===== src/rtl/fw_loader.sv =====
// fw_loader: streams a firmware image into memory while holding the CPU in
// reset. Optionally plants the load address in the reset vector, then keeps
// the CPU in reset for a fixed settle time before releasing it.
//
// Ports
//   clk, reset_n          clock and synchronous active-low reset
//   start, base_addr      load request and image destination address
//   s_valid/s_data/s_last byte stream in, s_ready back-pressure out
//   mem_we/mem_addr/mem_din  single-byte memory write port
//   cpu_reset_n           CPU reset, low from start until the hold expires
//   busy, done, err       load status (err = address ran past all-ones)
//   byte_count            stream bytes accepted in the current load
//
// State  | meaning
// IDLE   | after reset, waiting for start
// LOAD   | accepting stream bytes, one memory write per handshake
// VEC_LO | writing base_addr low byte to VECTOR_ADDR
// VEC_HI | writing base_addr high byte to VECTOR_ADDR+1
// HOLD   | CPU still in reset for HOLD_CYCLES cycles
// RUN    | CPU released, load complete
// ERR    | image ran off the top of the address space
//
// HOLD_CYCLES is expected to be at least 1.
module fw_loader #(
  parameter int                    ADDR_WIDTH   = 16,
  parameter int                    REG_WIDTH    = 8,
  parameter logic [ADDR_WIDTH-1:0] VECTOR_ADDR  = 16'hFFFC,
  parameter bit                    WRITE_VECTOR = 1'b1,
  parameter int                    HOLD_CYCLES  = 8
) (
  input  logic                  clk,
  input  logic                  reset_n,
  input  logic                  start,
  input  logic [ADDR_WIDTH-1:0] base_addr,
  input  logic                  s_valid,
  input  logic [REG_WIDTH-1:0]  s_data,
  input  logic                  s_last,
  output logic                  s_ready,
  output logic                  mem_we,
  output logic [ADDR_WIDTH-1:0] mem_addr,
  output logic [REG_WIDTH-1:0]  mem_din,
  output logic                  cpu_reset_n,
  output logic                  busy,
  output logic                  done,
  output logic                  err,
  output logic [ADDR_WIDTH:0]   byte_count
);

  typedef enum logic [2:0] {
    IDLE, LOAD, VEC_LO, VEC_HI, HOLD, RUN, ERR
  } state_t;

  localparam int TW = $clog2(HOLD_CYCLES + 2);
  // Counter counts down to zero inclusive, so load one less than the length.
  localparam logic [TW-1:0] HOLD_INIT = TW'((HOLD_CYCLES > 0) ? HOLD_CYCLES - 1 : 0);

  state_t                state;
  logic [ADDR_WIDTH-1:0] ptr;
  logic [ADDR_WIDTH-1:0] base_q;
  logic [TW-1:0]         hold_cnt;

  always_ff @(posedge clk) begin
    if (!reset_n) begin
      state       <= IDLE;
      ptr         <= '0;
      base_q      <= '0;
      hold_cnt    <= '0;
      s_ready     <= 1'b0;
      mem_we      <= 1'b0;
      mem_addr    <= '0;
      mem_din     <= '0;
      cpu_reset_n <= 1'b0;
      busy        <= 1'b0;
      done        <= 1'b0;
      err         <= 1'b0;
      byte_count  <= '0;
    end else begin
      mem_we <= 1'b0;
      case (state)
        IDLE, RUN, ERR: begin
          if (start) begin
            ptr         <= base_addr;
            base_q      <= base_addr;
            byte_count  <= '0;
            err         <= 1'b0;
            done        <= 1'b0;
            busy        <= 1'b1;
            cpu_reset_n <= 1'b0;
            s_ready     <= 1'b1;
            state       <= LOAD;
          end
        end

        LOAD: begin
          if (s_valid && s_ready) begin
            mem_we     <= 1'b1;
            mem_addr   <= ptr;
            mem_din    <= s_data;
            ptr        <= ptr + 1'b1;
            byte_count <= byte_count + 1'b1;
            if (s_last) begin
              // Last byte wins over overflow: landing on all-ones is legal.
              s_ready  <= 1'b0;
              hold_cnt <= HOLD_INIT;
              if (WRITE_VECTOR) state <= VEC_LO;
              else              state <= HOLD;
            end else if (ptr == {ADDR_WIDTH{1'b1}}) begin
              s_ready <= 1'b0;
              err     <= 1'b1;
              busy    <= 1'b0;
              state   <= ERR;
            end
          end
        end

        VEC_LO: begin
          mem_we   <= 1'b1;
          mem_addr <= VECTOR_ADDR;
          mem_din  <= base_q[REG_WIDTH-1:0];
          state    <= VEC_HI;
        end

        VEC_HI: begin
          mem_we   <= 1'b1;
          mem_addr <= VECTOR_ADDR + 1'b1;
          mem_din  <= base_q[2*REG_WIDTH-1:REG_WIDTH];
          hold_cnt <= HOLD_INIT;
          state    <= HOLD;
        end

        HOLD: begin
          if (hold_cnt == '0) begin
            cpu_reset_n <= 1'b1;
            done        <= 1'b1;
            busy        <= 1'b0;
            state       <= RUN;
          end else begin
            hold_cnt <= hold_cnt - 1'b1;
          end
        end

        default: state <= IDLE;
      endcase
    end
  end

endmodule

===== config.mk =====
export PLATFORM = sky130hd
export DESIGN_NAME = fw_loader
export DESIGN_NICKNAME = d
export VERILOG_FILES = /design/src/rtl/fw_loader.sv
export SDC_FILE = /design/constraint.sdc
export NUM_CORES = 1
export LEC_CHECK = 0
export ABC_CLOCK_PERIOD_IN_PS = 2330
export BUFFER_PORTS_ARGS = -buffer_cell sky130_fd_sc_hd__buf_4
export CORE_AREA = 2 2 115 72
export CTS_CLUSTER_DIAMETER = 150
export DETAILED_ROUTE_END_ITERATION = 10
export DIE_AREA = 0 0 117 74
export HOLD_SLACK_MARGIN = 0.03
export MAX_ROUTING_LAYER = met4
export PLACE_DENSITY = 0.84
export SYNTH_ARGS = -nofsm -noshare
export SYNTH_HDL_FRONTEND = slang
export SYNTH_SLANG_ARGS = --single-unit

===== constraint.sdc =====
create_clock -name clk -period 2.33 [get_ports clk]
set_clock_uncertainty 0.2 [all_clocks]
set_input_delay 0.1165 -clock clk [delete_from_list [all_inputs] [get_ports clk]]
set_output_delay 0.1165 -clock clk [all_outputs]
set_load 0.05 [all_outputs]

==> results of run 1 <==
## through the flow
stage | hold WS (ns) | setup slack, ns | instances
2_1_floorplan | 0.0525 | 0.219 | 510
3_5_place_dp | 0.183 | 0.0288 | 674
5_1_grt | 0.129 | 0.0175 | 719
6_report | 0.0920 | 0.113 | 719
3_3_place_gp | 0.175 | 0.0851 | 674
4_1_cts | 0.0886 | 0.00730 | 717
## layout make-up
| type | count | area [um2] |
|---|---|---|
| Fill cell | 623 | 2260 |
| Inverter | 7 | 26.3 |
| Sequential cell | 85 | 1700 |
| Multi-Input combinational cell | 380 | 2200 |
| Timing Repair Buffer | 123 | 1000 |
| Clock inverter | 4 | 70.1 |
| Clock buffer | 12 | 256 |
| Tap cell | 108 | 135 |
## cells by family (layout without fill, tap and decap cells)
group	Yosys count	after routing
XOR/XNOR	15	15
adder cells (fa/ha/maj)	4	4
AO/OA/AOI/OAI	131	131
flip-flops	85	85
AND/OR/NAND/NOR	218	218
multiplexers	12	12
buffers and inverters	45	146
## routing by layer
metal	GRT usage	vias to the layer above	part of all wire	routed length (um)
met5	-	-	0	0
met1	0.411	1957	0.46	5480
met4	0.0562	0	0.013	158
met3	0.0782	23	0.077	914
li1	-	2012	-	-
met2	0.450	196	0.45	5300
## timing repair
| item | 4_1_cts | 5_1_grt |
|---|---|---|
| setup endpoints to repair | 0 | 17 |
| buffers inserted | 0 | 2 |
| hold buffers | 27 | 0 |
| endpoints found under the hold margin | 50 | 0 |
| gates resized for setup | 0 | 5 |
## how the worst max path moves through the flow
| stage | startpoint | endpoint | slack [ns] |
|---|---|---|---|
| global route | ptr[1]$_SDFFE_PN0P_ | state[2]$_SDFFE_PN0P_ | 0.02 |
| finish | ptr[1]$_SDFFE_PN0P_ | state[2]$_SDFFE_PN0P_ | 0.11 |
| global placement | state[2]$_SDFFE_PN0P_ | ptr[9]$_SDFFE_PN0P_ | 0.09 |
| detailed placement | state[0]$_SDFFE_PN0P_ | ptr[15]$_SDFFE_PN0P_ | 0.03 |
| floorplan | byte_count[3]$_SDFFE_PN0P_ | byte_count[10]$_SDFFE_PN0P_ | 0.22 |
| CTS | state[0]$_SDFFE_PN0P_ | ptr[15]$_SDFFE_PN0P_ | 0.007 |
## sequential cells by signal, indices dropped and copies added (netlist names), 3 cells and up
name	count
hold_cnt	4
state	3
base_q	16
mem_addr	16
byte_count	17
mem_din	8
ptr	16
## synthesized netlist by cell type (2+ instances only)
library cell / n / area share
nand2_1: 86 / 0.079
dfxtp_1: 85 / 0.42
a21oi_1: 58 / 0.071
nor2_1: 49 / 0.045
nor3_1: 31 / 0.038
clkbuf_1: 20 / 0.018
nand3_1: 16 / 0.020
o21ai_0: 16 / 0.020
o211ai_1: 13 / 0.024
buf_2: 12 / 0.015
mux2i_1: 10 / 0.024
xnor2_1: 10 / 0.021
a211oi_1: 7 / 0.013
inv_1: 6 / 0.0055
nand4_1: 5 / 0.0076
xor2_1: 5 / 0.011
ha_1: 4 / 0.012
o21a_1: 4 / 0.0073
o41ai_1: 4 / 0.0086
a2111oi_2: 3 / 0.011
a211o_1: 3 / 0.0064
and3_1: 3 / 0.0046
and4_1: 3 / 0.0064
buf_4: 3 / 0.0055
nor4_1: 3 / 0.0046
o31ai_1: 3 / 0.0055
o32ai_1: 3 / 0.0064
or3_1: 3 / 0.0046
a31o_2: 2 / 0.0043
a31oi_1: 2 / 0.0031
mux2_2: 2 / 0.0055
nand2b_1: 2 / 0.0031
nand3b_1: 2 / 0.0037
nor3b_1: 2 / 0.0037
or2_2: 2 / 0.0031
## power groups by stage
stage / clock network [mW] / registers [mW] / logic (mW)
after floorplan: 0 / 1.85 / 0.502
after global placement: 0 / 1.71 / 0.915
after detailed placement: 0 / 1.72 / 0.934
after CTS: 1.58 / 1.69 / 0.976
after global routing: 1.65 / 1.71 / 1.08
final: 1.57 / 1.69 / 0.995
## critical path: stages, from the launching register on
cell	delay (ns)
dfxtp_1	0.44
ha_1	0.28
nand4_1	0.11
or4_4	0.51
nor2b_4	0.16
a211o_1	0.31
a21oi_2	0.13
==> flow_metrics.py, run 1 <==
metrics = {
    "critical_path": {
        "crit_type": "reg -> reg",
        "reg2reg_depth": 6,
        "crit_arrival_ns": 2.29,
        "rr_startpoint": "ptr[1]$_SDFFE_PN0P_",
        "reg2reg_slack_ns": 0.11,
        "worst_setup_path_end_kind": "flop",
        "worst-path-max-fanout": 6,
        "reg2reg_to": "state[2]$_SDFFE_PN0P_",
        "start_kind": "flop",
        "crit_required_ns": 2.40,
    },
    "grt": {
        "grt_pass1_vias": 3817,
        "track_usage": 0.299,
        "grt_pass1_wl_um": 19100,
        "grt-ovfl-total": 0,
        "antenna_found_initial": 0,
        "grt_max_degree": 53,
    },
    "cells_and_area": {
        "insertedDiodeCount": 0,
        "final_cell_area_um2": 5400,
        "layout_commonest_cell": "buf_4",
        "areaGrowthSynthToFinish_pct": 32.0,
        "finalNetCount": 639,
        "drive_gt1_frac": 0.224,
        "utilization": 0.704,
        "layout_common_cells": "95 x buf_4, 85 x nand2_1, 83 x dfxtp_1",
    },
    "route": {
        "dr.pass1.iters": 5,
        "ant_nets": 0,
        "post_drt_wl_per_cell_um": 16.5,
        "drt-total-wl_um": 11900,
        "drtIter0Drc": 401,
        "drc_errors": 0,
        "viasPerCell": 5.82,
        "vias": 4188,
    },
    "logic_synthesis": {
        "synth.avg_cell_area_um2": 8.02,
        "synth_warnings": 0,
        "async_flop_share": 0,
        "synth_edf_count": 0,
        "synth.distinct_cells": 63,
        "synth_top_family_by_area": "simple AND/OR/NAND/NOR gates",
        "synthMuxAreaShare": 0.0300,
        "post_synth_and_or_nand_nor_area_fraction": 0.251,
        "ys.flop_type": "dfxtp_1",
        "synth_nets": 543,
        "synth_adder_area_share": 0.0122,
        "seq_area_frac_synth": 0.416,
        "ys_ff_latch": 85,
        "syn_inst": 510,
        "synth-compound-area-share": 0.209,
        "netlist_area_um2": 4090,
        "synth-xor-area-share": 0.0321,
    },
    "placed_design": {
        "io_buffers": 75,
        "dp_hpwl_um": 8050,
        "placed_cell_area_um2": 4770,
        "place_congestion": 0.872,
    },
    "worst_hold_path": {
        "hold_depth": 4,
        "worstHoldStart": "s_valid",
        "worstHoldEndpoint": "state[0]$_SDFFE_PN0P_",
        "min-delay-path-class": "in -> reg",
    },
    "die": {
        "initial_core_util": 0.534,
        "row_count": 25,
        "dieArea_um2": 8660,
        "die_w_um": 117,
        "die_y_um": 74,
        "core_area_um2": 7660,
        "boundaryPins": 76,
    },
    "clocking": {
        "tritoncts": "done",
        "clockBufferDepth": 2,
        "cts_inserted_buffers": 9,
        "clock_sinks": 85,
        "clk_pin_slew_ns": 0.06,
        "h-tree-depth": 3,
        "worstSkewPairLatency_ns": 0.35,
        "root_buffer": "clkbuf_16",
    },
    "outcome": {
        "status": "completed",
    },
    "timing": {
        "setup_viol_count_final": 0,
        "max_slew_margin": 0.373,
        "rsz0062_at_grt": "false",
        "period_minus_slack_ns": 2.22,
        "finalCritPeriodShare": 0.952,
        "hold_viol_final": 0,
        "worst_pin_slew_ns": 0.940,
        "slew_violations": 0,
        "final.setup.tns_ns": 0,
        "clock.fmax_mhz": 451,
    },
    "power_and_ir_drop": {
        "p_per_area_nw_per_um2": 789,
        "max-vdd-ir-drop_mv": 0.597,
        "power.internal_mw": 2.94,
        "power.leakage_nw": 2.06,
        "combPwrFrac": 0.234,
        "switchingPower_mw": 1.32,
        "power_mw": 4.26,
        "clkPwrFrac": 0.370,
        "seqPwrFrac": 0.397,
        "switching_share": 0.309,
    },
    "job": {
        "drv_cap": 0,
    },
}
(Power assumes the default switching activity.)
==> run 2: changes to the inputs <==
--- a/config.mk
+++ b/config.mk
@@ -12,7 +12,6 @@
 export DETAILED_ROUTE_END_ITERATION = 10
 export DIE_AREA = 0 0 117 74
 export HOLD_SLACK_MARGIN = 0.03
-export MAX_ROUTING_LAYER = met4
 export PLACE_DENSITY = 0.84
 export SYNTH_ARGS = -nofsm -noshare
 export SYNTH_HDL_FRONTEND = slang
==> run 2 against run 1 <==
Compared with the run above: fmax increased by 1.6%; count of clock-buffer cells in the layout decreased by 1; critical path type unchanged; flip-flop and latch count unchanged; sequential power about the same; register-to-register slack improved by 0.04 ns; combinational power decreased by 0.5%; non-clock buffer count unchanged; global-route usage decreased by 2.5 points.
==> flow_metrics.py, run 2 (synthesized netlist as in run 1, its figures left out) <==
metrics = {
    "die": {
        "initial_core_util": 0.534,
        "die_w_um": 117,
        "core_area_um2": 7660,
        "row_count": 25,
        "boundaryPins": 76,
        "dieArea_um2": 8660,
        "die_y_um": 74,
    },
    "cells_and_area": {
        "areaGrowthSynthToFinish_pct": 30.7,
        "insertedDiodeCount": 0,
        "largest_reg_flops": 17,
        "utilization": 0.698,
        "layout_commonest_cell": "buf_4",
        "drive_gt1_frac": 0.221,
        "fillers": 633,
        "multi_input_area_um2": 2200,
        "finalNetCount": 639,
        "layout_common_cells": "96 x buf_4, 86 x nand2_1, 84 x dfxtp_1",
        "top_register": "byte_count",
        "regArea_um2": 1700,
        "final_cell_area_um2": 5350,
    },
    "timing": {
        "slew_violations": 0,
        "worst_slack_ns": 0.148,
        "worst_pin_slew_ns": 0.959,
        "hold_viol_final": 0,
        "finalCritPeriodShare": 0.937,
        "setup_viol_count_final": 0,
        "max_slew_margin": 0.360,
        "worst_hold_slack_ns": 0.129,
        "period_minus_slack_ns": 2.18,
        "clock.fmax_mhz": 458,
    },
    "route": {
        "viasPerCell": 5.76,
        "drc_errors": 0,
        "dr.pass1.iters": 5,
        "drtIter0Drc": 264,
        "vias": 4144,
        "post_drt_wl_per_cell_um": 15.9,
        "ant_nets": 0,
        "drt-total-wl_um": 11500,
    },
    "clocking": {
        "worstSkewPairLatency_ns": 0.34,
        "cts_inserted_buffers": 9,
        "clockBufferDepth": 2,
        "clk_pin_slew_ns": 0.06,
        "clock_sinks": 85,
        "cts_setup_buffers": 0,
        "root_buffer": "clkbuf_16",
        "h-tree-depth": 3,
        "tritoncts": "done",
    },
    "worst_hold_path": {
        "worstHoldStart": "s_valid",
        "min-delay-path-class": "in -> reg",
    },
    "critical_path": {
        "worst-path-max-fanout": 13,
        "crit_arrival_ns": 2.25,
        "startpoint": "state[1]$_SDFFE_PN0P_",
        "reg2reg_slack_ns": 0.15,
        "crit_family": "flip-flops",
        "crit_path_end": "state[1]$_SDFFE_PN0P_",
        "critPathBufInv": 1,
        "reg2reg_to": "state[1]$_SDFFE_PN0P_",
        "slowest_delay_ns": 0.57,
        "reg2reg_depth": 6,
        "start_kind": "flop",
        "crit_type": "reg -> reg",
        "worst_setup_path_end_kind": "flop",
        "crit_required_ns": 2.40,
        "path_cells": "xor2_1 -> o211ai_1 -> buf_4 -> nand2_1 -> or3_1 -> o21ai_0",
        "rr_startpoint": "state[1]$_SDFFE_PN0P_",
        "cp.depth": 6,
        "cp_slowest_cell": "dfxtp_1",
    },
    "placed_design": {
        "post-place-ws_ns": 0.104,
        "place_congestion": 0.918,
        "io_buffers": 75,
        "dp_hpwl_um": 7900,
        "placed_cell_area_um2": 4770,
    },
    "grt": {
        "track_usage": 0.273,
        "grt_pass1_wl_um": 18300,
        "grt_pass1_vias": 3750,
        "grt-ovfl-total": 0,
        "grt_max_degree": 54,
        "antenna_found_initial": 0,
    },
    "outcome": {
        "status": "completed",
    },
    "power_and_ir_drop": {
        "power_mw": 4.09,
        "p_per_area_nw_per_um2": 764,
        "power.leakage_nw": 2.04,
        "max-vdd-ir-drop_mv": 0.612,
    },
    "job": {
        "drv_cap": 0,
    },
}
run 2: timing repair:
item,4_1_cts,5_1_grt
hold buffers,27,0
hold endpoints to repair,50,0
gates resized for setup,0,3
endpoints found under the setup margin,0,9
run 2: layout make-up:
type | count | area share
clock inverters | 5 | 0.00936
flip-flops and latches | 85 | 0.319
clock buffers | 11 | 0.0454
repair buffers | 123 | 0.185
inverters | 7 | 0.00491
well taps | 108 | 0.0253
multi-input cells | 380 | 0.411
run 2: how the worst min path moves through the flow:
stage                                  end  slack, ns  depth (start not counted)
floorplan           base_q[1]$_SDFFE_PN0P_       0.05                          2
global placement    base_q[7]$_SDFFE_PN0P_       0.18                          3
detailed placement  base_q[7]$_SDFFE_PN0P_       0.19                          3
CTS                  state[0]$_SDFFE_PN0P_       0.11                          4
global route         state[0]$_SDFFE_PN0P_       0.13                          4
finish               state[0]$_SDFFE_PN0P_       0.13                          4
run 2: metal layers:
layer | GRT usage | share of wire | vias up | routed length, um
li1 | - | - | 2019 | -
met1 | 0.397 | 0.48 | 1947 | 5510
met2 | 0.413 | 0.44 | 162 | 5000
met3 | 0.0742 | 0.072 | 16 | 824
met4 | 0.0575 | 0.011 | 0 | 131
met5 | 0 | 0 | - | 0
run 2: metrics by stage:
stage	setup TNS (ns)	std cells
final	0	719
after global routing	-0.00330	719
after CTS	0	719
after detailed placement	0	676
after global placement	0	676
after floorplan	0	510
run 2: worst min-delay path, cell delays in order:
cell and delay, ns:
buf_4 0.13, nand2_1 0.14, o31ai_1 0.09, a21oi_1 0.14
run 2: power by group:
part	switching (mW)	internal [mW]	total (mW)
clock network	0.560	0.852	1.41
logic	0.622	0.368	0.990
registers	0.111	1.57	1.68
==> run 3: changes to the inputs <==
--- a/config.mk
+++ b/config.mk
@@ -13,6 +13,7 @@
 export DIE_AREA = 0 0 117 74
 export HOLD_SLACK_MARGIN = 0.03
 export PLACE_DENSITY = 0.84
+export RECOVER_POWER = 25
 export SYNTH_ARGS = -nofsm -noshare
 export SYNTH_HDL_FRONTEND = slang
 export SYNTH_SLANG_ARGS = --single-unit
==> run 3 against run 2 <==
Compared with the run above: utilization decreased by 1.6 points; sequential power about the same; via count about the same; critical endpoint unchanged; total power down 0.99%; global-route usage did not move; combinational power shrank 3.8%; critical path depth is the same; wire length about the same; first-iteration DRC count is 4.9% lower; non-clock buffer count did not move; largest power group unchanged.
==> flow_metrics.py, run 3 (synthesized netlist as in run 1, its figures left out) <==
metrics = {
    "outcome": {
        "status": "completed",
    },
    "critical_path": {
        "path_cells": "inv_1 -> o211ai_1 -> buf_4 -> nand2_1 -> or3_1 -> o21ai_0",
        "start_kind": "flop",
        "worst-path-max-fanout": 13,
        "crit_arrival_ns": 2.25,
        "cp_slowest_cell": "dfxtp_1",
        "critPathBufInv": 2,
        "worst_setup_path_end_kind": "flop",
        "crit_family": "flip-flops",
        "crit_required_ns": 2.40,
        "slowest_delay_ns": 0.54,
        "crit_type": "reg -> reg",
    },
    "placed_design": {
        "post-place-ws_ns": 0.104,
        "dp_hpwl_um": 7900,
        "place_congestion": 0.918,
        "io_buffers": 75,
        "dpl.cell_count": 676,
    },
    "route": {
        "drtIter0Drc": 251,
        "drc_errors": 0,
        "drt-total-wl_um": 11500,
        "vias": 4142,
        "ant_nets": 0,
        "post_drt_wl_per_cell_um": 16.0,
        "viasPerCell": 5.76,
        "dr.pass1.iters": 5,
    },
    "grt": {
        "antenna_found_initial": 0,
        "grt_max_degree": 54,
        "grt_pass1_wl_um": 18300,
        "grt_pass1_vias": 3750,
        "track_usage": 0.273,
        "grt-ovfl-total": 0,
    },
    "die": {
        "die_y_um": 74,
        "die_w_um": 117,
        "dieArea_um2": 8660,
        "initial_core_util": 0.534,
        "row_count": 25,
        "core_area_um2": 7660,
        "boundaryPins": 76,
    },
    "clocking": {
        "cts_inserted_buffers": 9,
        "clk_pin_slew_ns": 0.06,
        "h-tree-depth": 3,
        "root_buffer": "clkbuf_16",
        "tritoncts": "done",
        "worstSkewPairLatency_ns": 0.34,
        "cts_setup_buffers": 0,
        "clock_sinks": 85,
        "clockBufferDepth": 2,
    },
    "cells_and_area": {
        "top_register": "byte_count",
        "largest_reg_flops": 17,
        "finalNetCount": 639,
        "layout_common_cells": "86 x nand2_1, 84 x dfxtp_1, 64 x buf_4",
        "layout_commonest_cell": "nand2_1",
        "insertedDiodeCount": 0,
        "final_cell_count_no_fill": 719,
        "drive_gt1_frac": 0.169,
        "areaGrowthSynthToFinish_pct": 27.7,
    },
    "timing": {
        "worst_slack_ns": 0.146,
        "slew_violations": 0,
        "worst_hold_slack_ns": 0.133,
        "hold_viol_final": 0,
        "setup_viol_count_final": 0,
        "max_slew_margin": 0.364,
        "clock.fmax_mhz": 458,
        "period_minus_slack_ns": 2.18,
        "worst_pin_slew_ns": 0.952,
        "finalCritPeriodShare": 0.937,
    },
    "power_and_ir_drop": {
        "max-vdd-ir-drop_mv": 0.602,
        "power.leakage_nw": 1.91,
        "power_mw": 4.05,
        "p_per_area_nw_per_um2": 774,
    },
    "job": {
        "drv_cap": 0,
    },
    "worst_hold_path": {
        "min-delay-path-class": "in -> reg",
    },
}
-- run 3: changes by cell type in the layout (fill, tap and decap cells not counted) --
cell | previous run | this run
buf_4 | 96 | 64
clkbuf_1 | 1 | 33
-- run 3: final timing paths --
check | start | to | slack [ns] | cells after the start
setup reg to reg | state[2]$_SDFFE_PN0P_ | state[1]$_SDFFE_PN0P_ | 0.15 | 6
hold reg to reg | mem_addr[1]$_SDFFE_PN0P_ | mem_addr[1]$_SDFFE_PN0P_ | 0.25 | 2
setup / recovery | state[2]$_SDFFE_PN0P_ | state[1]$_SDFFE_PN0P_ | 0.15 | 6
hold / removal | s_valid | state[0]$_SDFFE_PN0P_ | 0.13 | 4
-- run 3: through the flow --
step,instance area (um2),setup TNS [ns],util
floorplan,4090,0,-
global placement,4770,0,0.623
finish,5230,0,0.682
detailed placement,4770,0,0.623
CTS,5340,0,0.696
global route,5230,-0.00330,0.682
-- run 3: what timing repair did --
action / CTS / global route
hold buffers: 27 / 0
endpoints found under the hold margin: 50 / 0
gates resized for setup: 0 / 3
endpoints found under the setup margin: 0 / 9
-- run 3: area by class of cell --
class / count / area [um2]
timing repair buffer: 123 / 871
multi-input combinational: 380 / 2200
inverter: 7 / 26.3
sequential: 85 / 1700
clock buffer: 11 / 243
tap: 108 / 135
clock inverter: 5 / 50.0
fill: 669 / 2440
-- run 3: where the power goes --
| part | switching [mW] | internal [mW] |
|---|---|---|
| clock | 0.558 | 0.852 |
| sequential | 0.110 | 1.57 |
| combinational | 0.624 | 0.328 |
-- run 3: tightest hold or removal path, cell delays in order --
cell and delay [ns]:
buf_4 0.13, nand2_1 0.14, o31ai_1 0.09, a21oi_1 0.15
-- run 3: layer usage --
| layer | track usage | part of all wire | vias up |
|---|---|---|---|
| met2 | 0.413 | 0.43 | 189 |
| met5 | 0 | 0 | - |
| met4 | 0.0575 | 0.011 | 0 |
| met3 | 0.0742 | 0.084 | 15 |
| met1 | 0.397 | 0.47 | 1920 |
| li1 | - | - | 2018 |
